==> src/rtl/fp_pkg.sv <==
// Shared types and constants for the sequential floating-point add/subtract unit.
// Holds the FSM state encoding, default field widths, flag bit positions and the qNaN pattern.
package fp_pkg;

  localparam int DEF_EXP_W  = 8;
  localparam int DEF_MAN_W  = 23;

  localparam int FLAG_OVF   = 2;
  localparam int FLAG_UNF   = 1;
  localparam int FLAG_INX   = 0;

  localparam int QNAN_MAX_W = 128;

  typedef enum logic [2:0] {
    ST_IDLE,
    ST_ALIGN,
    ST_ADD,
    ST_NORM,
    ST_ROUND,
    ST_DONE
  } fp_state_t;

  // Canonical quiet NaN: sign 0, exponent all ones, only the fraction MSB set.
  function automatic logic [QNAN_MAX_W-1:0] qnan_pattern(input int exp_w, input int man_w);
    logic [QNAN_MAX_W-1:0] pat;
    pat = '0;
    for (int i = 0; i < QNAN_MAX_W; i++) begin
      if ((i >= man_w - 1) && (i < man_w + exp_w)) begin
        pat[i] = 1'b1;
      end
    end
    return pat;
  endfunction

endpackage

==> src/rtl/fp_align_shift.sv <==
// Right shifter for significand alignment; every bit shifted out is ORed into sticky.
// A shift of WIDTH or more clears the output and leaves only the sticky bit.
module fp_align_shift #(
  parameter int WIDTH   = 26,
  parameter int SHIFT_W = 8
) (
  input  logic [WIDTH-1:0]   din,
  input  logic [SHIFT_W-1:0] shamt,
  output logic [WIDTH-1:0]   dout,
  output logic               sticky
);

  logic [31:0]      shamt_ext;
  logic [WIDTH-1:0] lost_mask;

  assign shamt_ext = 32'(shamt);

  genvar gi;
  generate
    for (gi = 0; gi < WIDTH; gi++) begin : g_lost_mask
      assign lost_mask[gi] = (shamt_ext > 32'(gi));
    end
  endgenerate

  assign dout   = din >> shamt;
  assign sticky = |(din & lost_mask);

endmodule

==> src/rtl/fp_addsub_seq.sv <==
// Multi-cycle IEEE-style add/subtract: align, add, normalise one bit per cycle, round to nearest even.
// Denormal inputs are flushed to zero; Inf/NaN inputs bypass the datapath.
module fp_addsub_seq
  import fp_pkg::*;
#(
  parameter int EXP_W = DEF_EXP_W,
  parameter int MAN_W = DEF_MAN_W
) (
  input  logic                   clk,
  input  logic                   rst_n,
  input  logic                   in_valid,
  output logic                   in_ready,
  input  logic [EXP_W+MAN_W:0]   a,
  input  logic [EXP_W+MAN_W:0]   b,
  input  logic                   sub,
  output logic                   out_valid,
  input  logic                   out_ready,
  output logic [EXP_W+MAN_W:0]   result,
  output logic [2:0]             flags
);

  localparam int W     = 1 + EXP_W + MAN_W;
  localparam int ALN_W = MAN_W + 3;
  localparam int SIG_W = MAN_W + 5;
  localparam int E_W   = EXP_W + 2;

  localparam logic signed [E_W-1:0] EXP_ONES  = {2'b00, {EXP_W{1'b1}}};
  localparam logic signed [E_W-1:0] EXP_ZERO  = '0;
  localparam logic signed [E_W-1:0] EXP_ONE   = {{(E_W-1){1'b0}}, 1'b1};
  localparam logic [QNAN_MAX_W-1:0] QNAN_FULL = qnan_pattern(EXP_W, MAN_W);
  localparam logic [W-1:0]          QNAN      = QNAN_FULL[W-1:0];
  localparam logic [W-2:0]          INF_MAG   = {{EXP_W{1'b1}}, {MAN_W{1'b0}}};

  fp_state_t                state_reg;
  logic [W-1:0]             a_reg;
  logic [W-1:0]             b_reg;
  logic                     sub_reg;
  logic [ALN_W-1:0]         big_sig_reg;
  logic [ALN_W-1:0]         small_sig_reg;
  logic                     small_sticky_reg;
  logic [SIG_W-1:0]         sig_reg;
  logic signed [E_W-1:0]    exp_reg;
  logic                     sign_reg;
  logic                     eff_sub_reg;
  logic                     special_reg;
  logic [W-1:0]             special_res_reg;
  logic [W-1:0]             result_reg;
  logic [2:0]               flags_reg;
  logic                     out_valid_reg;
  logic                     in_ready_reg;

  // Operand decode and magnitude compare (ALIGN)
  logic                     sa, sb;
  logic [EXP_W-1:0]         ea, eb;
  logic [MAN_W-1:0]         fa, fb;
  logic                     a_zero, b_zero, a_max, b_max, a_nan, b_nan;
  logic [W-2:0]             mag_a, mag_b;
  logic                     a_big;
  logic [ALN_W-1:0]         sig_a, sig_b, sig_small;
  logic [EXP_W-1:0]         e_big, e_small, e_diff;
  logic [W-1:0]             spec_res;
  logic [ALN_W-1:0]         aligned_sig;
  logic                     aligned_sticky;

  assign sa     = a_reg[W-1];
  assign sb     = b_reg[W-1] ^ sub_reg;
  assign ea     = a_reg[W-2:MAN_W];
  assign eb     = b_reg[W-2:MAN_W];
  assign fa     = a_reg[MAN_W-1:0];
  assign fb     = b_reg[MAN_W-1:0];
  assign a_zero = (ea == '0);
  assign b_zero = (eb == '0);
  assign a_max  = &ea;
  assign b_max  = &eb;
  assign a_nan  = a_max && (|fa);
  assign b_nan  = b_max && (|fb);

  // A flushed operand compares as magnitude zero so the other one is always "big".
  assign mag_a     = a_zero ? '0 : a_reg[W-2:0];
  assign mag_b     = b_zero ? '0 : b_reg[W-2:0];
  assign a_big     = (mag_a >= mag_b);
  assign sig_a     = a_zero ? '0 : {1'b1, fa, 2'b00};
  assign sig_b     = b_zero ? '0 : {1'b1, fb, 2'b00};
  assign sig_small = a_big ? sig_b : sig_a;
  assign e_big     = a_big ? ea : eb;
  assign e_small   = a_big ? eb : ea;
  assign e_diff    = e_big - e_small;

  always_comb begin
    spec_res = {sb, INF_MAG};
    if (a_nan || b_nan || (a_max && b_max && (sa != sb))) begin
      spec_res = QNAN;
    end else if (a_max) begin
      spec_res = {sa, INF_MAG};
    end
  end

  fp_align_shift #(
    .WIDTH   (ALN_W),
    .SHIFT_W (EXP_W)
  ) u_align (
    .din    (sig_small),
    .shamt  (e_diff),
    .dout   (aligned_sig),
    .sticky (aligned_sticky)
  );

  // Significand add/subtract (ADD); sticky sits in the LSB so borrows propagate correctly.
  logic [SIG_W-1:0] add_big, add_small, add_sum;

  assign add_big   = {1'b0, big_sig_reg, 1'b0};
  assign add_small = {1'b0, small_sig_reg, small_sticky_reg};
  assign add_sum   = eff_sub_reg ? (add_big - add_small) : (add_big + add_small);

  // Normalisation tests (NORM)
  logic sig_carry, sig_hidden, sig_is_zero;

  assign sig_carry   = sig_reg[SIG_W-1];
  assign sig_hidden  = sig_reg[MAN_W+3];
  assign sig_is_zero = (sig_reg == '0);

  // Round to nearest even with same-cycle renormalisation (ROUND)
  logic                  guard_b, round_b, sticky_b, lsb_b, round_up, inexact;
  logic [MAN_W+1:0]      mant_rnd;
  logic [MAN_W-1:0]      frac_rnd;
  logic signed [E_W-1:0] exp_rnd;
  logic [W-1:0]          round_res;
  logic [2:0]            round_flags;

  assign lsb_b    = sig_reg[3];
  assign guard_b  = sig_reg[2];
  assign round_b  = sig_reg[1];
  assign sticky_b = sig_reg[0];
  assign round_up = guard_b & (round_b | sticky_b | lsb_b);
  assign inexact  = guard_b | round_b | sticky_b;
  assign mant_rnd = {1'b0, sig_reg[MAN_W+3:3]} + {{(MAN_W+1){1'b0}}, round_up};

  always_comb begin
    frac_rnd    = mant_rnd[MAN_W-1:0];
    exp_rnd     = exp_reg;
    round_flags = '0;
    if (mant_rnd[MAN_W+1]) begin
      frac_rnd = mant_rnd[MAN_W:1];
      exp_rnd  = exp_reg + EXP_ONE;
    end
    if (exp_rnd >= EXP_ONES) begin
      round_res             = {sign_reg, INF_MAG};
      round_flags[FLAG_OVF] = 1'b1;
      round_flags[FLAG_INX] = 1'b1;
    end else if (exp_rnd <= EXP_ZERO) begin
      round_res             = {sign_reg, {(W-1){1'b0}}};
      round_flags[FLAG_UNF] = 1'b1;
      round_flags[FLAG_INX] = 1'b1;
    end else begin
      round_res             = {sign_reg, exp_rnd[EXP_W-1:0], frac_rnd};
      round_flags[FLAG_INX] = inexact;
    end
  end

  always_ff @(posedge clk or negedge rst_n) begin
    if (!rst_n) begin
      state_reg        <= ST_IDLE;
      in_ready_reg     <= 1'b1;
      out_valid_reg    <= 1'b0;
      result_reg       <= '0;
      flags_reg        <= '0;
      a_reg            <= '0;
      b_reg            <= '0;
      sub_reg          <= 1'b0;
      big_sig_reg      <= '0;
      small_sig_reg    <= '0;
      small_sticky_reg <= 1'b0;
      sig_reg          <= '0;
      exp_reg          <= '0;
      sign_reg         <= 1'b0;
      eff_sub_reg      <= 1'b0;
      special_reg      <= 1'b0;
      special_res_reg  <= '0;
    end else begin
      case (state_reg)
        ST_IDLE: begin
          if (in_valid && in_ready_reg) begin
            a_reg        <= a;
            b_reg        <= b;
            sub_reg      <= sub;
            in_ready_reg <= 1'b0;
            state_reg    <= ST_ALIGN;
          end
        end
        ST_ALIGN: begin
          big_sig_reg      <= a_big ? sig_a : sig_b;
          small_sig_reg    <= aligned_sig;
          small_sticky_reg <= aligned_sticky;
          exp_reg          <= {2'b00, e_big};
          sign_reg         <= a_big ? sa : sb;
          eff_sub_reg      <= sa ^ sb;
          special_reg      <= a_max | b_max;
          special_res_reg  <= spec_res;
          state_reg        <= ST_ADD;
        end
        ST_ADD: begin
          if (special_reg) begin
            result_reg    <= special_res_reg;
            flags_reg     <= '0;
            out_valid_reg <= 1'b1;
            state_reg     <= ST_DONE;
          end else begin
            sig_reg   <= add_sum;
            state_reg <= ST_NORM;
          end
        end
        ST_NORM: begin
          // Exact cancellation always yields +0 regardless of operand signs.
          if (sig_is_zero) begin
            result_reg    <= '0;
            flags_reg     <= '0;
            out_valid_reg <= 1'b1;
            state_reg     <= ST_DONE;
          end else if (sig_carry) begin
            sig_reg   <= {1'b0, sig_reg[SIG_W-1:2], sig_reg[1] | sig_reg[0]};
            exp_reg   <= exp_reg + EXP_ONE;
            state_reg <= ST_ROUND;
          end else if (sig_hidden) begin
            state_reg <= ST_ROUND;
          end else begin
            sig_reg <= sig_reg << 1;
            exp_reg <= exp_reg - EXP_ONE;
          end
        end
        ST_ROUND: begin
          result_reg    <= round_res;
          flags_reg     <= round_flags;
          out_valid_reg <= 1'b1;
          state_reg     <= ST_DONE;
        end
        ST_DONE: begin
          if (out_ready) begin
            out_valid_reg <= 1'b0;
            in_ready_reg  <= 1'b1;
            state_reg     <= ST_IDLE;
          end
        end
        default: begin
          state_reg <= ST_IDLE;
        end
      endcase
    end
  end

  assign in_ready  = in_ready_reg;
  assign out_valid = out_valid_reg;
  assign result    = result_reg;
  assign flags     = flags_reg;

endmodule

==> config.mk <==
export PLATFORM = sky130hd
export DESIGN_NAME = fp_addsub_seq
export DESIGN_NICKNAME = d
export VERILOG_FILES = /design/src/rtl/fp_pkg.sv /design/src/rtl/fp_align_shift.sv /design/src/rtl/fp_addsub_seq.sv
export SDC_FILE = /design/constraint.sdc
export NUM_CORES = 1
export LEC_CHECK = 0
export CORE_UTILIZATION = 23
export CTS_CLUSTER_DIAMETER = 30
export DETAILED_ROUTE_END_ITERATION = 12
export GPL_TIMING_DRIVEN = 1
export PLACE_DENSITY = 0.48
export REMOVE_ABC_BUFFERS = 1
export SKIP_CTS_REPAIR_TIMING = 1
export SYNTH_ARGS = -nofsm -noshare
export SYNTH_HDL_FRONTEND = slang
export SYNTH_SLANG_ARGS = --single-unit
export TNS_END_PERCENT = 100
==> constraint.sdc <==
create_clock -name clk -period 9.6 [get_ports clk]
set_input_delay 1.44 -clock clk [delete_from_list [all_inputs] [get_ports clk]]
set_output_delay 1.44 -clock clk [all_outputs]
set_load 0.05 [all_outputs]
After elaboration in Yosys (flattened, before gate mapping)
Index checks and enable logic that the tools add are counted.

word-level totals
  register bits after elaboration = 231
  output and inout port bits = 37
  word-level logic and storage cells = 156

cells by class
  add/subtract/negate cells = 6
  magnitude comparators = 29
  equality and inequality tests = 14
  shifts and indexed selects = 1
  muxes and demuxes = 50
  bitwise operators = 9
  reduce and logical (&&, ||, !) cells = 29

operators by type and width
  operator            count
  $mux 32             4
  $mux 31             4
  $mux 26             4
  $pmux 32 s3         1
  $mux 28             3
  $gt 8x5->1 const B  10
  $gt 8x4->1 const B  8
  $pmux 28 s2         1
  $mux 27             2
  $reduce_or 23->1    2
  $mux 10             4
  $gt 8x3->1 const B  4
  $ge 31x31->1        1
  $add 27x27->28      1
  $logic_not 28->1    1
  $sub 27x27->28      1
  $and 26x26->26      1
  $reduce_or 26->1    1
  $shr 26x8->26       1
  $add 24x1->25       1
  $mux 3              8
  $mux 23             1
  $pmux 10 s2         1
  $pmux 3 s6          1
  33 further kinds    72

Longest topological paths before layout
Gate-level depths: netlist of run 1.

  depth in word-level cells = 9
  mapped depth = 35
  depth with buffers taken out = 24

Modules after synthesis
A second synthesis of run 1 with hierarchy kept.

second synthesis, totals
  cells, all modules = 1,978
  area, all modules = 16,118.0 µm²

modules (own cells, without submodules)
  module          instances  cells an instance  area each (µm²)
  fp_addsub_seq   1          1,721              14,221.1
  fp_align_shift  1          257                1,896.8

Worst setup path after synthesis of run 1
Ideal clock, no wire load.

  kind = register to register
  start point = register a_reg[24]
  end point = register small_sticky_reg
  setup time = 142 ps
  arrival = 6,861 ps
  required time = 9,458 ps
  path slack = 2,597 ps
  cell stages (with the launch flop) = 32
  buffers on the path = 10
  cell sequence = dfrtp_1 -> buf_2 -> nor4_2 -> nand2_1 -> clkbuf_1 -> clkbuf_1 -> and2_1 -> ha_1 -> a2111o_1 -> o21ai_0 -> o2111ai_1 -> a21oi_4 -> buf_6 -> buf_2 -> buf_2 -> buf_1 -> clkbuf_1 -> mux2i_1 -> ha_1 -> clkbuf_1 -> o21ai_0 -> a21oi_1 -> o21ai_0 -> a21boi_0 -> mux2i_1 -> xor2_1 -> clkbuf_1 -> nor3_1 -> o41ai_2 -> nand2_1 -> a2111oi_2 -> a41oi_1

on the way
  word-level cells in the longest chain between the ends = 8
  elaborated cells between the ends (all ways) = 36
  those cells by class = add/sub (1); order compare (27); mux (5); bitwise (1); reduce/logical (2)

ends and longest elaborated chain
  what                                      line                                      RTL
  from (decl)                               fp_addsub_seq.sv:35                       logic [W-1:0] a_reg;
  from (signal assigned)                    fp_addsub_seq.sv:167                      a_reg <= '0;
  from (signal assigned)                    fp_addsub_seq.sv:183                      a_reg <= a;
  $logic_not 8->1                           fp_addsub_seq.sv:71                       assign a_zero = (ea == '0);
  $mux 31                                   fp_addsub_seq.sv:79                       assign mag_a = a_zero ? '0 : a_reg[W-2:0];
  $ge 31x31->1                              fp_addsub_seq.sv:81                       assign a_big = (mag_a >= mag_b);
  $mux 8 (on tied branches)                 fp_addsub_seq.sv:85, fp_addsub_seq.sv:86
  $sub 8x8->8                               fp_addsub_seq.sv:87                       assign e_diff = e_big - e_small;
  $gt 8x1->1, or another cell as far along  fp_align_shift.sv:21                      assign lost_mask[gi] = (shamt_ext > 32'(gi));
  $and 26x26->26 *                          fp_align_shift.sv:26                      assign sticky = |(din & lost_mask);
  $reduce_or 26->1 *                        fp_align_shift.sv:26
  to (signal assigned)                      fp_addsub_seq.sv:193                      small_sticky_reg <= aligned_sticky;
  to (decl)                                 fp_addsub_seq.sv:40                       logic small_sticky_reg;

Mark *: on every way between the ends. The rest lies on a longest branch, timed or not.
A chain may end at the register's enable or synchronous reset.

Worst setup path in the final report of run 1
  start point = register b_reg[24]
  end point = register small_sticky_reg

on the way
  word-level cells in the longest chain between the ends = 8
  elaborated cells between the ends (all ways) = 36
  those cells by class = add/sub (1); order compare (27); mux (5); bitwise (1); reduce/logical (2)

ends and longest elaborated chain
  what                                      line                                      RTL
  from (decl)                               fp_addsub_seq.sv:36                       logic [W-1:0] b_reg;
  from (signal assigned)                    fp_addsub_seq.sv:168                      b_reg <= '0;
  from (signal assigned)                    fp_addsub_seq.sv:184                      b_reg <= b;
  $logic_not 8->1                           fp_addsub_seq.sv:72                       assign b_zero = (eb == '0);
  $mux 31                                   fp_addsub_seq.sv:80                       assign mag_b = b_zero ? '0 : b_reg[W-2:0];
  $ge 31x31->1                              fp_addsub_seq.sv:81
  $mux 8 (on tied branches)                 fp_addsub_seq.sv:85, fp_addsub_seq.sv:86
  $sub 8x8->8                               fp_addsub_seq.sv:87
  $gt 8x1->1, or another cell as far along  fp_align_shift.sv:21
  $and 26x26->26 *                          fp_align_shift.sv:26
  $reduce_or 26->1 *                        fp_align_shift.sv:26

Marks and branches as above.

==> results of run 1 <==
cell usage in the layout, fill, tap and decap left out, drive strengths merged, types with 52 or more instances in the layout:
master / synthesis / layout
nand2: 207 / 207
dfrtp: 199 / 199
nor2: 152 / 152
o21ai: 150 / 150
a21oi: 123 / 123
clkdlybuf4s50: 0 / 104
inv: 87 / 90
ha: 82 / 82
mux2: 63 / 63
nor3: 52 / 52
critical path: stages (launching register included):
cell and delay [ns]:
dfrtp_1 0.50, or4_4 0.61, or2_1 0.25, buf_4 0.27
nand2_1 0.19, ha_1 0.27, a2111o_1 0.41, o21ai_0 0.22
o2111ai_1 0.34, a21oi_4 0.24, mux2i_1 0.22, ha_1 0.33
o21ai_0 0.14, a21oi_1 0.19, o21ai_0 0.09, a21boi_0 0.14
mux2i_1 0.31, xor2_1 0.82, nand4_1 0.39, nor2_2 0.34
a21oi_1 0.12, a2111oi_2 0.38, a41oi_1 0.16
Yosys cell counts (19+ instances only):
master / instances
nor2b_1: 20
ha_1: 82
mux2_2: 62
o31ai_1: 25
xor2_1: 26
nand4_1: 26
xnor2_1: 35
nor2_1: 150
a21oi_1: 121
a31oi_1: 47
o211ai_1: 21
clkbuf_1: 109
o21ai_0: 143
nand2_1: 207
nand3_1: 37
nor4_1: 29
a211oi_1: 19
nor3_1: 52
mux2i_1: 46
inv_1: 86
dfrtp_1: 199
layout make-up:
| cell class | count | area (µm²) |
|---|---|---|
| clock inverter | 12 | 166.4 |
| inverter | 91 | 341.6 |
| tap | 864 | 1081 |
| multi-input combinational | 1445 | 9644 |
| timing repair buffer | 127 | 1220 |
| sequential | 200 | 5006 |
| clock buffer | 19 | 442.9 |
| fill | 7165 | 48430 |
power groups by stage:
stage / sequential, µW / clock (µW) / combinational (µW)
after floorplan: 1680 / 0 / 3040
after detailed placement: 1650 / 0 / 4580
after global routing: 1690 / 836 / 5070
final: 1630 / 783 / 4640
after CTS: 1630 / 805 / 4610
after global placement: 1640 / 0 / 4560
cell families (layout without fill, tap and decap cells):
family	Yosys count	after routing	synth area share (%)
and+or+nand+nor	628	628	19.42
AOI/OAI and AO/OA	548	548	22.80
buffers and inverters	230	249	5.878
DFF	200	200	32.22
muxes	120	120	9.148
adders and majority gates	87	87	6.998
xor gates and xnor gates	62	62	3.543
stage by stage:
stage	area (µm²)	hold slack, ns
floorplan	14970	0.4351
global placement	17290	0.4511
detailed placement	17290	0.4594
CTS	17900	0.4781
global route	17900	0.4922
finish	17900	0.4691
final timing paths:
path                       slack (ns)             endpoint  depth (start not counted)  startpoint
setup / recovery                 2.49     small_sticky_reg                         22   b_reg[24]
min in group asynchronous        1.04  special_res_reg[30]                          1       rst_n
max in group asynchronous        7.02            a_reg[17]                          2       rst_n
hold reg to reg                  0.47             flags[0]                          2    flags[0]
hold / removal                   0.47             flags[0]                          2    flags[0]
setup reg to reg                 2.49     small_sticky_reg                         22   b_reg[24]
metal layers:
metal  routed length, µm  GRT usage (%)
met5                   0              0
met3                2443          2.334
met1               25380          22.02
met4                 918          4.223
met2               23690          24.34
==> out/metrics.csv, run 1 <==
stage,metric,value,unit
status,outcome,completed,
setup_path,critPathKind,register to register,
global_routing,grt_overflow,0,
placement,dp.cells,2727,
timing,fin_crit,7.108,ns
die,num_io_pins,106,
worst_hold_path,hold_class,register to register,
power_and_ir_drop,power_frac_seq,23.1,%
die,start_util,23.42,%
global_routing,grt_usage,15.52,%
cells_and_area,area_growth,15.22,%
logic_synthesis,synth_area,0.01554,mm²
setup_path,cp-end-kind,register,
logic_synthesis,synthTopCellsByArea,"dfrtp_1 (32%), ha_1 (6.6%), nand2_1 (5.0%), o21ai_0 (4.6%), mux2_2 (4.5%)",
power_and_ir_drop,netSwitchingFraction,53.63,%
clock_network,cts_tree,built,
global_routing,grt_pass1_wl,83.06,mm
logic_synthesis,syn_inst,1875,
logic_synthesis,ys_seq_area_share,32.22,%
die,dieArea,0.06860,mm²
global_routing,antenna_found_initial,1,
timing,finClkSkew,0.01582,ns
setup_path,cp-start-kind,register,
power_and_ir_drop,p_switching,3780,µW
route,viasPerCell,5.125,
global_routing,grt_pass1_vias,13780,
route,drc,0,
power_and_ir_drop,p_leak,0.007296,µW
timing,finalMaxSlewViolations,0,
placement,hpwl,39.81,mm
logic_synthesis,synth_area_leader_cell,dfrtp_1,
setup_path,worstPathArrival,7.45,ns
cells_and_area,diodes,0,
cells_and_area,fin_cells,2758,
cells_and_area,drive_gt1_share,8.765,%
power_and_ir_drop,vdd_drop_max,241.9,µV
logic_synthesis,synth.distinct_cells,96,
clock_network,cts_max_level,4,
route,wl,52.43,mm
logic_synthesis,synth_top_area_share,32.05,%
logic_synthesis,async_reset_ff_share,100.0,%
clock_network,clock_sinks,200,
timing,period_share,74.04,%
logic_synthesis,synth-main-ff-cell,dfrtp_1,
route,routedWlPerCell,19.01,µm
timing,setup_tns,0,ns
power_and_ir_drop,p_comb_share,65.8,%
clock_network,clk_pin_slew,0.08,ns
clock_network,clk_latency,0.48,ns
route,antenna_left,0,
timing,rsz0062_at_grt,false,
logic_synthesis,synth_edf_count,0,
die,fp.dieH,261.9,µm
cells_and_area,finish.utilization,26.99,%
power_and_ir_drop,fin_total_pwr,7048,µW
power_and_ir_drop,intPower,3268,µW
timing,fmax,140.7,MHz
job,maxCapViolCount,0,
die,die_w,261.9,µm
cells_and_area,num-nets-final,2034,
route,first_pass_iters,5,
clock_network,cts_root_buffer,clkbuf_16,
timing,worst_pin_slew,1.170,ns
placement,numPortBuffers,105,
timing,relSlewSlack,22.02,%
power_and_ir_drop,clkPwrFrac,11.1,%
timing,timing.final.ws_setup,2.492,ns
route,vias,14130,
setup_path,cp_data_required_time,9.94,ns
logic_synthesis,synth-warning-count,0,
placement,gp_congestion,0.8612,
clock_network,cts_buffer_depth,2,
die,placement_rows,94,
setup_path,critPathMaxFanout,48,
timing,final-hold-violation-count,0,
clock_network,cts-buffers-inserted,17,
logic_synthesis,avgSynthCellArea,8.287,µm²
global_routing,grt_max_degree,94,
placement,dp_slack,2.629,ns
timing,finalSetupViolCount,0,
die,coreArea,0.06633,mm²
route,drt_iter0_drc,1254,
logic_synthesis,synth-seq-cells,200,
power_and_ir_drop,power_density,393.7,mW/mm²
No activity file was read; power rests on OpenSTA's default activity.
==> inputs of run 2 (changes only) <==
clock period = 6.79 ns   (was 9.6 ns; I/O delays follow)
==> out/metrics.csv, run 2 (same netlist as run 1, synthesis figures left out) <==
stage,metric,value,unit,change
worst_hold_path,hold_class,register to register,,
timing,fin_worst_hold_slack,0.4722,ns,+0.003066 ns
setup_path,slowest_stage,or4_4,,
placement,hpwl,39.99,mm,+0.44%
clock_network,cts-buffers-inserted,17,,unchanged
cells_and_area,final_common_cell,nand2_1,,
clock_network,cts_buffer_depth,2,,unchanged
cells_and_area,area_growth,16.56,%,
timing,rsz0062_at_grt,false,,
route,routedWlPerCell,18.91,µm,-0.51%
die,dieArea,0.06860,mm²,unchanged
setup_path,critPathKind,register to register,,
timing,period_share,92.08,%,+18 points
timing,finalSetupViolCount,0,,unchanged
setup_path,cp_data_required_time,7.16,ns,-2.78 ns
setup_path,reg2reg_depth,26,,+18%
global_routing,grt_usage,15.55,%,+0.034 points
route,wl,52.58,mm,+0.28%
timing,timing.final.ws_setup,0.5381,ns,-1.954 ns
timing,final-hold-violation-count,0,,unchanged
die,coreArea,0.06633,mm²,unchanged
cells_and_area,num-nets-final,2055,,+1.0%
worst_hold_path,holdCritStartpoint,flags[0],,
power_and_ir_drop,p_leak,0.007415,µW,+1.6%
timing,worst_pin_slew,1.138,ns,-0.03175 ns
route,antenna_left,0,,unchanged
worst_hold_path,whs_path_depth,2,,unchanged
setup_path,critPathMaxFanout,20,,-58%
setup_path,worst_r2r_startpoint,b_reg[24],,
clock_network,cts_root_buffer,clkbuf_16,,
cells_and_area,layout_common_cells,"nand2_1 (206), dfrtp_1 (199), nor2_1 (147), o21ai_0 (143), a21oi_1 (120)",,
timing,fin_crit,6.252,ns,-0.8560 ns
route,drc,0,,unchanged
setup_path,crit_top_cell,buf_4,,
clock_network,clock_sinks,200,,unchanged
placement,gp_congestion,0.8923,,+3.6%
setup_path,cp-end-kind,register,,
placement,numPortBuffers,105,,unchanged
timing,finClkSkew,0.01503,ns,-0.0007887 ns
route,vias,14140,,+0.0071%
clock_network,cts_max_level,4,,unchanged
setup_path,slowest_delay,0.62,ns,-0.20 ns
job,maxCapViolCount,0,,unchanged
timing,setup_tns,0,ns,unchanged
route,first_pass_iters,7,,+2
timing,fmax,160.0,MHz,+14%
cells_and_area,fin_cells,2780,,+0.80%
die,start_util,23.42,%,unchanged
setup_path,crit_cells,26,,+18%
cells_and_area,diodes,0,,unchanged
setup_path,critPathLaunch,b_reg[24],,
die,num_io_pins,106,,unchanged
global_routing,antenna_found_initial,0,,-1
clock_network,clk_latency,0.51,ns,+0.03 ns
power_and_ir_drop,power_density,564.5,mW/mm²,+43%
setup_path,critPathBufInv,4,,+3
setup_path,cp-start-kind,register,,
timing,relSlewSlack,23.86,%,+1.8 points
global_routing,grt_max_degree,128,,+36%
timing,finalMaxSlewViolations,0,,unchanged
cells_and_area,final.fill_count,7241,,+1.1%
route,drt_iter0_drc,1134,,-9.6%
global_routing,grt_overflow,0,,unchanged
placement,dp_slack,0.3287,ns,-2.300 ns
die,fp.dieH,261.9,µm,unchanged
cells_and_area,multi_input_area,0.009683,mm²,+0.40%
placement,dp.cells,2744,,+0.62%
status,outcome,completed,,
global_routing,grt_pass1_vias,13740,,-0.26%
power_and_ir_drop,vdd_drop_max,444.5,µV,+84%
cells_and_area,seqCellArea,0.005006,mm²,unchanged
setup_path,worstPathArrival,6.63,ns,-0.82 ns
die,placement_rows,94,,unchanged
clock_network,clk_pin_slew,0.09,ns,about the same
die,die_w,261.9,µm,unchanged
clock_network,cts_tree,built,,
global_routing,grt_pass1_wl,82.46,mm,-0.72%
setup_path,cp_top_family,compound AO/OA/AOI/OAI gates,,
cells_and_area,drive_gt1_share,10.07,%,+1.3 points
route,viasPerCell,5.085,,-0.78%
-- run 2: cell types whose count changed in the layout (fill, tap and decap cells not counted), moves of 2 or more --
cell | before | now
bufinv_16 | 3 | 1
inv_8 | 2 | 5
clkinv_8 | 0 | 3
buf_4 | 22 | 41
clkinvlp_4 | 3 | 1
inv_6 | 1 | 3
-- run 2: metrics by stage --
step / power, µW / utilization [%] / instance area [µm²]
finish: 10220 / 27.30 / 18110
global route: 11030 / 27.30 / 18110
CTS: 10070 / 27.20 / 18040
detailed placement: 8913 / 26.27 / 17430
global placement: 8876 / 26.27 / 17430
floorplan: 6665 / - / 14970
-- run 2: where the power goes --
group	total (µW)	internal [µW]	switching (µW)
clock	1110	540	566
combinational	6850	2540	4310
sequential	2270	1650	622
-- run 2: metal layers --
layer	share of wire [%]	GRT usage (%)
met4	1.8	4.287
met5	0	0
met2	46	24.78
met1	48	21.47
met3	4.1	2.768
-- run 2: worst reg2reg max path, delay by kind of cell, from the launching register on --
| kind | cells | cell delay [ns] |
|---|---|---|
| AND/OR/NAND/NOR | 6 | 1.50 |
| XOR/XNOR | 1 | 0.15 |
| adder cells (fa/ha/maj) | 2 | 0.54 |
| AO/OA/AOI/OAI | 11 | 2.23 |
| buffers and inverters | 4 | 0.80 |
| multiplexers | 2 | 0.44 |
| flip-flops | 1 | 0.50 |
-- run 2: layout make-up --
class | count | share of cell area (%)
flip-flops and latches | 200 | 27.64
clock buffers | 18 | 2.425
clock inverters | 14 | 0.9810
multi-input cells | 1446 | 53.46
well taps | 864 | 5.969
repair buffers | 147 | 7.634
inverters | 91 | 1.886
-- run 2: final timing paths --
path                                    end  slack (ns)
max reg2reg                small_sticky_reg        0.54
min in group asynchronous        result[26]        0.53
max in group asynchronous    big_sig_reg[9]        5.10
max                        small_sticky_reg        0.54
min                                flags[0]        0.47
min reg2reg                        flags[0]        0.47
==> inputs of run 3 (changes only) <==
CTS_CLUSTER_SIZE = 25   (was default)
==> results of run 3 <==
Same layout as run 2: the final DEF is identical, and so are final timing and power.
